`src/rtl/vball_color_arb_if.sv`:
```
// Palette RAM arbiter bus: three requester ports (bg, sprite, CPU) plus the RAM port.
// The arbiter connects through the slave modport; requesters and the RAM use master.
interface vball_color_arb_if;
    // Background tile engine
    logic        bg_req;
    logic [10:0] bg_addr;
    logic        bg_ack;
    logic        bg_valid;
    logic [11:0] bg_data;

    // Sprite engine
    logic        sp_req;
    logic [10:0] sp_addr;
    logic        sp_ack;
    logic        sp_valid;
    logic [11:0] sp_data;
    logic        col_busy;

    // CPU
    logic        cpu_req;
    logic        cpu_we;
    logic [10:0] cpu_addr;
    logic [11:0] cpu_wdata;
    logic        cpu_ack;
    logic        cpu_valid;
    logic [11:0] cpu_rdata;

    // Palette RAM
    logic [10:0] ram_addr;
    logic        ram_we;
    logic [11:0] ram_wdata;
    logic [11:0] ram_rdata;

    modport slave (
        input  bg_req, bg_addr,
        output bg_ack, bg_valid, bg_data,
        input  sp_req, sp_addr,
        output sp_ack, sp_valid, sp_data, col_busy,
        input  cpu_req, cpu_we, cpu_addr, cpu_wdata,
        output cpu_ack, cpu_valid, cpu_rdata,
        output ram_addr, ram_we, ram_wdata,
        input  ram_rdata
    );

    modport master (
        output bg_req, bg_addr,
        input  bg_ack, bg_valid, bg_data,
        output sp_req, sp_addr,
        input  sp_ack, sp_valid, sp_data, col_busy,
        output cpu_req, cpu_we, cpu_addr, cpu_wdata,
        input  cpu_ack, cpu_valid, cpu_rdata,
        input  ram_addr, ram_we, ram_wdata,
        output ram_rdata
    );
endinterface

```
`src/rtl/vball_color_arb.sv`:
```
// Palette RAM arbiter: one single-cycle access per clock for bg, sprite and CPU.
// Grant -> registered RAM address/ack -> owner tag stage -> data/valid to the owner.
// The palette RAM address register is ram_addr itself, so read data for a grant made
// in cycle N is on ram_rdata during N+1 and is captured at the end of N+1.
module vball_color_arb #(
    parameter int unsigned CPU_MAXWAIT = 7
) (
    input logic              clk_sys,
    input logic              reset,
    vball_color_arb_if.slave bus
);

    typedef enum logic [1:0] {
        TagNone = 2'd0,
        TagBg   = 2'd1,
        TagSp   = 2'd2,
        TagCpu  = 2'd3
    } tag_e;

    localparam logic [2:0] MaxWait = 3'(CPU_MAXWAIT);

    // Registered state
    logic        r_bg_ack;
    logic        r_sp_ack;
    logic        r_cpu_ack;
    logic        r_bg_valid;
    logic        r_sp_valid;
    logic        r_cpu_valid;
    logic [11:0] r_bg_data;
    logic [11:0] r_sp_data;
    logic [11:0] r_cpu_data;
    logic [10:0] r_ram_addr;
    logic        r_ram_we;
    logic [11:0] r_ram_wdata;
    tag_e        r_tag;
    logic [2:0]  r_cpu_wait;

    // Combinational decisions
    logic        w_bg_elig;
    logic        w_sp_elig;
    logic        w_cpu_elig;
    logic        w_cpu_forced;
    logic        w_gnt_bg;
    logic        w_gnt_sp;
    logic        w_gnt_cpu;
    logic [10:0] w_ram_addr_d;
    logic        w_ram_we_d;
    logic [11:0] w_ram_wdata_d;
    tag_e        w_tag_d;
    logic [2:0]  w_cpu_wait_d;

    // An ack-high cycle masks that requester so it cannot be granted twice for one request
    assign w_bg_elig    = bus.bg_req  & ~r_bg_ack;
    assign w_sp_elig    = bus.sp_req  & ~r_sp_ack;
    assign w_cpu_elig   = bus.cpu_req & ~r_cpu_ack;
    assign w_cpu_forced = w_cpu_elig & (r_cpu_wait == MaxWait);

    // Fixed priority: starved CPU, then bg, then sprite, then CPU
    always_comb begin
        w_gnt_bg  = 1'b0;
        w_gnt_sp  = 1'b0;
        w_gnt_cpu = 1'b0;
        if (w_cpu_forced) begin
            w_gnt_cpu = 1'b1;
        end else if (w_bg_elig) begin
            w_gnt_bg = 1'b1;
        end else if (w_sp_elig) begin
            w_gnt_sp = 1'b1;
        end else if (w_cpu_elig) begin
            w_gnt_cpu = 1'b1;
        end
    end

    // Next RAM command and owner tag for the winner; idle cycles hold the address
    always_comb begin
        w_ram_addr_d  = r_ram_addr;
        w_ram_we_d    = 1'b0;
        w_ram_wdata_d = r_ram_wdata;
        w_tag_d       = TagNone;
        if (w_gnt_bg) begin
            w_ram_addr_d  = bus.bg_addr;
            w_ram_wdata_d = bus.cpu_wdata;
            w_tag_d       = TagBg;
        end else if (w_gnt_sp) begin
            w_ram_addr_d  = bus.sp_addr;
            w_ram_wdata_d = bus.cpu_wdata;
            w_tag_d       = TagSp;
        end else if (w_gnt_cpu) begin
            w_ram_addr_d  = bus.cpu_addr;
            w_ram_we_d    = bus.cpu_we;
            w_ram_wdata_d = bus.cpu_wdata;
            // Writes return nothing, so they carry no owner tag
            w_tag_d       = bus.cpu_we ? TagNone : TagCpu;
        end
    end

    // CPU starvation counter: counts lost eligible cycles, saturates at the force level
    always_comb begin
        w_cpu_wait_d = r_cpu_wait;
        if (!bus.cpu_req || w_gnt_cpu) begin
            w_cpu_wait_d = 3'd0;
        end else if (w_cpu_elig && (r_cpu_wait != MaxWait)) begin
            w_cpu_wait_d = r_cpu_wait + 3'd1;
        end
    end

    // Stage 1: RAM command, acks, owner tag and wait counter
    always_ff @(posedge clk_sys) begin
        if (reset) begin
            r_bg_ack    <= 1'b0;
            r_sp_ack    <= 1'b0;
            r_cpu_ack   <= 1'b0;
            r_ram_addr  <= 11'd0;
            r_ram_we    <= 1'b0;
            r_ram_wdata <= 12'd0;
            r_tag       <= TagNone;
            r_cpu_wait  <= 3'd0;
        end else begin
            r_bg_ack    <= w_gnt_bg;
            r_sp_ack    <= w_gnt_sp;
            r_cpu_ack   <= w_gnt_cpu;
            r_ram_addr  <= w_ram_addr_d;
            r_ram_we    <= w_ram_we_d;
            r_ram_wdata <= w_ram_wdata_d;
            r_tag       <= w_tag_d;
            r_cpu_wait  <= w_cpu_wait_d;
        end
    end

    // Stage 2: steer RAM read data to the tagged owner; other data outputs hold
    always_ff @(posedge clk_sys) begin
        if (reset) begin
            r_bg_valid  <= 1'b0;
            r_sp_valid  <= 1'b0;
            r_cpu_valid <= 1'b0;
            r_bg_data   <= 12'd0;
            r_sp_data   <= 12'd0;
            r_cpu_data  <= 12'd0;
        end else begin
            r_bg_valid  <= (r_tag == TagBg);
            r_sp_valid  <= (r_tag == TagSp);
            r_cpu_valid <= (r_tag == TagCpu);
            if (r_tag == TagBg) begin
                r_bg_data <= bus.ram_rdata;
            end
            if (r_tag == TagSp) begin
                r_sp_data <= bus.ram_rdata;
            end
            if (r_tag == TagCpu) begin
                r_cpu_data <= bus.ram_rdata;
            end
        end
    end

    assign bus.bg_ack    = r_bg_ack;
    assign bus.bg_valid  = r_bg_valid;
    assign bus.bg_data   = r_bg_data;
    assign bus.sp_ack    = r_sp_ack;
    assign bus.sp_valid  = r_sp_valid;
    assign bus.sp_data   = r_sp_data;
    assign bus.cpu_ack   = r_cpu_ack;
    assign bus.cpu_valid = r_cpu_valid;
    assign bus.cpu_rdata = r_cpu_data;
    assign bus.ram_addr  = r_ram_addr;
    assign bus.ram_we    = r_ram_we;
    assign bus.ram_wdata = r_ram_wdata;

    // Sprite engine stalls while its request is outstanding and not served this cycle
    assign bus.col_busy  = bus.sp_req & ~r_sp_ack & ~w_gnt_sp;

endmodule

```
`src/flat_wrapper.sv`:
```
// flat-port wrapper written by rule: the top's interface ports become plain ports
module vball_color_arb_flat 
#(
    parameter int unsigned CPU_MAXWAIT = 7
)
  (clk_sys, reset, bus_bg_req, bus_bg_addr, bus_bg_ack, bus_bg_valid, bus_bg_data, bus_sp_req, bus_sp_addr, bus_sp_ack, bus_sp_valid, bus_sp_data, bus_col_busy, bus_cpu_req, bus_cpu_we, bus_cpu_addr, bus_cpu_wdata, bus_cpu_ack, bus_cpu_valid, bus_cpu_rdata, bus_ram_addr, bus_ram_we, bus_ram_wdata, bus_ram_rdata);
  vball_color_arb_if bus_i ();
  input logic clk_sys;
  input logic reset;
  input wire logic [$bits(bus_i.bg_req)-1:0] bus_bg_req;
  input wire logic [$bits(bus_i.bg_addr)-1:0] bus_bg_addr;
  output wire logic [$bits(bus_i.bg_ack)-1:0] bus_bg_ack;
  output wire logic [$bits(bus_i.bg_valid)-1:0] bus_bg_valid;
  output wire logic [$bits(bus_i.bg_data)-1:0] bus_bg_data;
  input wire logic [$bits(bus_i.sp_req)-1:0] bus_sp_req;
  input wire logic [$bits(bus_i.sp_addr)-1:0] bus_sp_addr;
  output wire logic [$bits(bus_i.sp_ack)-1:0] bus_sp_ack;
  output wire logic [$bits(bus_i.sp_valid)-1:0] bus_sp_valid;
  output wire logic [$bits(bus_i.sp_data)-1:0] bus_sp_data;
  output wire logic [$bits(bus_i.col_busy)-1:0] bus_col_busy;
  input wire logic [$bits(bus_i.cpu_req)-1:0] bus_cpu_req;
  input wire logic [$bits(bus_i.cpu_we)-1:0] bus_cpu_we;
  input wire logic [$bits(bus_i.cpu_addr)-1:0] bus_cpu_addr;
  input wire logic [$bits(bus_i.cpu_wdata)-1:0] bus_cpu_wdata;
  output wire logic [$bits(bus_i.cpu_ack)-1:0] bus_cpu_ack;
  output wire logic [$bits(bus_i.cpu_valid)-1:0] bus_cpu_valid;
  output wire logic [$bits(bus_i.cpu_rdata)-1:0] bus_cpu_rdata;
  output wire logic [$bits(bus_i.ram_addr)-1:0] bus_ram_addr;
  output wire logic [$bits(bus_i.ram_we)-1:0] bus_ram_we;
  output wire logic [$bits(bus_i.ram_wdata)-1:0] bus_ram_wdata;
  input wire logic [$bits(bus_i.ram_rdata)-1:0] bus_ram_rdata;
  assign bus_i.bg_req = bus_bg_req;
  assign bus_i.bg_addr = bus_bg_addr;
  assign bus_bg_ack = bus_i.bg_ack;
  assign bus_bg_valid = bus_i.bg_valid;
  assign bus_bg_data = bus_i.bg_data;
  assign bus_i.sp_req = bus_sp_req;
  assign bus_i.sp_addr = bus_sp_addr;
  assign bus_sp_ack = bus_i.sp_ack;
  assign bus_sp_valid = bus_i.sp_valid;
  assign bus_sp_data = bus_i.sp_data;
  assign bus_col_busy = bus_i.col_busy;
  assign bus_i.cpu_req = bus_cpu_req;
  assign bus_i.cpu_we = bus_cpu_we;
  assign bus_i.cpu_addr = bus_cpu_addr;
  assign bus_i.cpu_wdata = bus_cpu_wdata;
  assign bus_cpu_ack = bus_i.cpu_ack;
  assign bus_cpu_valid = bus_i.cpu_valid;
  assign bus_cpu_rdata = bus_i.cpu_rdata;
  assign bus_ram_addr = bus_i.ram_addr;
  assign bus_ram_we = bus_i.ram_we;
  assign bus_ram_wdata = bus_i.ram_wdata;
  assign bus_i.ram_rdata = bus_ram_rdata;
  vball_color_arb #(.CPU_MAXWAIT(CPU_MAXWAIT)) u_core (.clk_sys(clk_sys), .reset(reset), .bus(bus_i));
endmodule
```
`config.mk`:
```
export PLATFORM = sky130hd
export DESIGN_NAME = vball_color_arb_flat
export DESIGN_NICKNAME = d
export VERILOG_FILES = /design/src/rtl/vball_color_arb_if.sv /design/src/rtl/vball_color_arb.sv /design/src/flat_wrapper.sv
export SDC_FILE = /design/constraint.sdc
export NUM_CORES = 1
export LEC_CHECK = 0
export ABC_AREA = 0
export CELL_PAD_IN_SITES_DETAIL_PLACEMENT = 1
export CELL_PAD_IN_SITES_GLOBAL_PLACEMENT = 2
export CORE_MARGIN = 2
export CORE_UTILIZATION = 20
export CTS_CLUSTER_DIAMETER = 100
export CTS_CLUSTER_SIZE = 12
export DETAILED_ROUTE_END_ITERATION = 7
export GPL_ROUTABILITY_DRIVEN = 0
export PLACE_DENSITY = 0.78
export SLEW_MARGIN = 15
export SYNTH_ARGS = -nofsm -noshare
export SYNTH_HDL_FRONTEND = slang
export SYNTH_SLANG_ARGS = --single-unit
export TNS_END_PERCENT = 1
```
`constraint.sdc`:
```
create_clock -name clk_sys -period 1.5 [get_ports clk_sys]
set_clock_uncertainty 0.05 [all_clocks]
set_input_delay 0.15 -clock clk_sys [delete_from_list [all_inputs] [get_ports clk_sys]]
set_output_delay 0.15 -clock clk_sys [all_outputs]
set_load 0.005 [all_outputs]
```
# Yosys cells after proc, flatten, opt, wreduce, memory -nomap -nowiden
# Cells that the tools add are included.
# word_totals
word_cells	57
latch_bits	0
rom_bits	0
reg_bits	71
input_bits	63
ramBits	0
n_memories	0
out_inout_bits	67
# op_classes
order_cmp	0
reduce_logical	7
mul	0
n_shift	0
bitwise_logic	10
n_mux	19
addsub	1
div_mod_pow	0
eq_ne	5
# op_table
operator	count
two-way mux 12 bit	3
two-way mux 11 bit	3
two-way mux 1 bit	10
two-way mux 2 bit	3
bitwise AND 1 bit	5
inverter 1 bit	5
== test 2 bit (second input constant)	2
OR reduction 2 bit	2
OR reduction 4 bit	1
adder 3 x 1 -> 3 bit (second input constant)	1
== test 3 bit (second input constant)	1
!= test 3 bit (second input constant)	1
nonzero test 3 bit	1
== test 2 x 1 -> 1 bit (second input constant)	1
logical AND 1 bit	1
zero test 1 bit	1
logical OR 1 bit	1

# Logic depth before layout (Yosys ltp)
# logic_depth
ltp_word	9
ltp_mapped	7
depth_no_buf	6

# Worst setup path before layout
# No wires, ideal clock.
# synth_path
path_type	flip-flop to flip-flop
from	register u_core.r_cpu_wait[0]
to	register u_core.r_ram_addr[10] (netlist: u_core.bus.ram_addr[10])
setup_time_ns	0.139
path_slack_ns	-0.133
required_time_ns	1.311
path_buffers	1
t_arrival_ns	1.443
path_stages_with_launch	8
synth_period_minus_slack_ns	1.633
cell_sequence	dfxtp_1 -> ha_1 -> ha_1 -> nand3b_4 -> and2_4 -> buf_6 -> a22oi_2 -> a211oi_2
# synth_between
elab_chain_len	5
word_cells_on_any_way	8
classes_between	1 x eq/ne; 5 x mux; 1 x bitwise; 1 x reduce/logical
# synth_lines
element	line_no	text
start, declared	vball_color_arb.sv:36	logic [2:0] r_cpu_wait;
start signal, assigned	vball_color_arb.sv:126	r_cpu_wait <= w_cpu_wait_d;
== test 3 bit (*)	vball_color_arb.sv:56	assign w_cpu_forced = w_cpu_elig & (r_cpu_wait == MaxWait);
bitwise AND 1 bit (*)	vball_color_arb.sv:56	
two-way mux 1 bit	vball_color_arb.sv:63	if (w_cpu_forced) begin
two-way mux 11 bit	vball_color_arb.sv:84	end else if (w_gnt_sp) begin
two-way mux 11 bit	vball_color_arb.sv:80	if (w_gnt_bg) begin
end signal, assigned	vball_color_arb.sv:122	r_ram_addr <= w_ram_addr_d;
end, declared	vball_color_arb.sv:32	logic [10:0] r_ram_addr;
# Mark *: on every way between the ends. The rest lies on a longest branch, timed or not.
# A chain may end at the register's enable or synchronous reset.

# Worst setup path in the final report
# layout_path
from	register u_core.r_cpu_wait[0]
to	register u_core.r_ram_addr[3] (netlist: u_core.bus.ram_addr[3])
# Same word-level chain as after synthesis.

==> summary.md <==
| Metric | Value |
|---|---|
| Fmax | 637 MHz |
| Post-synthesis net count | 404 |
| CTS sink count | 71 |
| Initial antenna violation count | 0 |
| Seq/Total Area, Yosys | 49.5% |
| Setup tns final | -0.503 ns |
| Synth top area share | 49.5% |
| Final slew viol count | 0 |
| Relative slew slack | 70.3% |
| Post-route minimum period | 1.57 ns |
| Die Y | 124 µm |
| DP HPWL | 7690 µm |
| DRT Pass-1 Iters | 6 |
| HP Class | primary input to flip-flop |
| Sequential Power Share | 42.1% |
| Worst-Margin Slew | 0.446 ns |
| Starting Density | 20.6% |
| Largest net degree at the start of global routing | 37 |
| Largest area contributor in the netlist | dfxtp_1 |
| Clock buffer count from CTS | 9 |
| Crit start category | flip-flop |
| Async set-reset flop share out of synthesis | 0% |
| Share of cells above drive strength 1 | 18.4% |
| Post-synth EDFFs | 0 |
| Area contributors post-synth | dfxtp_1 50%, nand2_1 13%, a21oi_1 9.4% |
| Syn avg cell area | 8.47 µm² |
| Vias per cell | 4.43 |
| Comb power frac | 18.7% |
| Vias | 2989 |
| CTS tree | built |
| Worst-skew pair later-pin latency | 0.34 ns |
| Die area | 0.0153 mm² |
| Core area | 0.0139 mm² |
| R2R depth | 8 |
| Die Wd | 124 µm |
| Critical Path Sink Type | flip-flop |
| #FFs+latches synth | 71 |
| Buffers added on ports | 129 |
| Psw | 1.25 mW |
| Post-Synthesis Cells | 339 |
| Clock Tree Buf Depth | 2 |
| GRT overflow | 0 |
| Final WL | 10700 µm |
| Failing checks | setup timing |
| R2R Path Start | u_core.r_cpu_wait[0] |
| # rows | 43 |
| Cell variety after synth | 30 |
| Final core utilization | 35.4% |
| Fin nets | 554 |
| DRC viols | 0 |
| CTS H-tree lvls | 3 |
| Dpl cells | 652 |
| CP Data Arrival Time | 1.77 ns |
| Net Sw Frac | 25.6% |
| Status | complete, but fails checks |
| Cell with the most instances after synthesis | nand2_1 |
| Setup-failing EPs final | 11 |
| Ys flop type | dfxtp_1 |
| I/O pins | 130 |
| Final period util | 105% |
| Post-DRT Antenna Nets | 0 |
| Area Overhead vs Synth | 71.9% |
| Mapped Area | 0.00287 mm² |
| # diodes | 0 |
| Hold Vio Cnt, Final | 0 |
| First DRT Iteration DRCs | 92 |
| CP Data Required Time | 1.70 ns |
| Non-Filler Instances | 674 |
| Per-cell routed wire length | 15.8 µm |
| Vias in the first global route | 3205 |
| Warnings, synthesis | 0 |
| # fillers | 1621 |
| Pwr Density | 988 mW/mm² |
| CP max FO | 6 |
| Final WS setup | -0.0704 ns |
| WS Path Type | flip-flop to flip-flop |
| Hold Crit Depth | 3 |
| Clock transition at the registers of the reported paths | 0.06 ns |
| Clk pwr share | 39.2% |
| First-pass GRT wire length | 16500 µm |
| Max Cap Viol | 0 |
| Crit path launch | u_core.r_cpu_wait[0] |
| Worst Min Path Start | bus_cpu_wdata[7] |
| Overall global routing resource usage | 14.3% |
| Root Buffer | clkbuf_16 |
| Pint | 3.63 mW |
| RSZ-0062 raised after global routing | yes |
| Leakage power | 1.86 nW |
| Max VDD drop | 0.000592 V |
| Top cells by count, synth | 100 x nand2_1, 71 x dfxtp_1, 54 x a21oi_1 |
[cells in the final DEF, fill, tap and decap left out, types with 8 or more instances in the layout]
| cell | n |
|---|---|
| nand2_1 | 100 |
| and3_1 | 12 |
| dfxtp_1 | 66 |
| a22oi_2 | 10 |
| clkdlybuf4s50_1 | 124 |
| clkbuf_16 | 9 |
| buf_4 | 26 |
| nor2_1 | 18 |
| a211oi_2 | 10 |
| a21oi_1 | 52 |
| o22ai_1 | 8 |
[state kept, by name, summed over array words and instances, names as in the netlist, 2 cells and up]
signal	count
u_core.bus.ram_addr	11
u_core.r_tag	2
u_core.bus.sp_data	12
u_core.bus.ram_wdata	12
u_core.bus.cpu_rdata	12
u_core.r_cpu_wait	3
u_core.bus.bg_data	12
[metal layers]
layer  vias to the layer above  track usage (%)  wire length, µm
met3                        16             5.59              822
met5                         -                0                0
met4                         0             4.90              183
met2                        84             25.5             5380
met1                      1436             15.4             4280
li1                       1453                -                -
[through the flow]
step	hold slack, ns	setup WS [ns]	total power, mW	cell area [µm²]
4_1_cts	-0.00616	-0.0637	4.96	4890
5_1_grt	0.333	-0.149	5.14	4930
3_5_place_dp	0.367	-0.411	2.95	4510
6_report	0.325	-0.0704	4.87	4930
2_1_floorplan	0.188	0.00452	2.41	2890
3_3_place_gp	0.358	-0.296	2.93	4510
[final timing paths]
check	slack, ns	end
max	-0.07	u_core.bus.ram_addr[3]
max reg2reg	-0.07	u_core.bus.ram_addr[3]
min	0.33	u_core.bus.ram_wdata[7]
min reg2reg	0.40	u_core.bus.ram_wdata[5]
[layout make-up]
type,instances,area [µm²],area share [%]
clock buffer,12,236,4.79
tap,180,225,4.56
sequential,71,1430,28.9
clock inverter,4,22.5,0.456
multi-input combinational,246,1430,29.0
timing repair buffer,161,1590,32.2
[critical path: stages (launching register included)]
cell,delay (ns)
dfxtp_2,0.33
ha_4,0.16
ha_4,0.16
buf_6,0.12
nor3_4,0.16
buf_6,0.13
buf_12,0.11
a22oi_2,0.06
a211oi_2,0.19
[power groups by stage]
stage          registers [mW]  logic (mW)  clock network (mW)
5_1_grt                  2.06       0.988                2.09
3_3_place_gp             2.09       0.843                   0
2_1_floorplan            2.09       0.323                   0
4_1_cts                  2.05       0.909                2.00
6_report                 2.05       0.910                1.91
3_5_place_dp             2.09       0.858                   0
[logic make-up after synthesis]
kind of cell	after synthesis	share of synthesized area (%)
AO/OA/AOI/OAI	93	22.2
flip-flops	71	49.5
AND/OR/NAND/NOR	149	23.0
adder cells (fa/ha/maj)	2	0.872
buffers and inverters	23	4.05
XOR/XNOR	1	0.305
[timing repair]
action | in CTS | in global routing
gates resized for setup | 23 | 9
cloned | 2 | 0
endpoints found under the setup margin | 31 | 21
buffers inserted | 3 | 0
pin swaps | 5 | 0
hold endpoints to repair | 1 | 1
(Power assumes the default switching activity.)
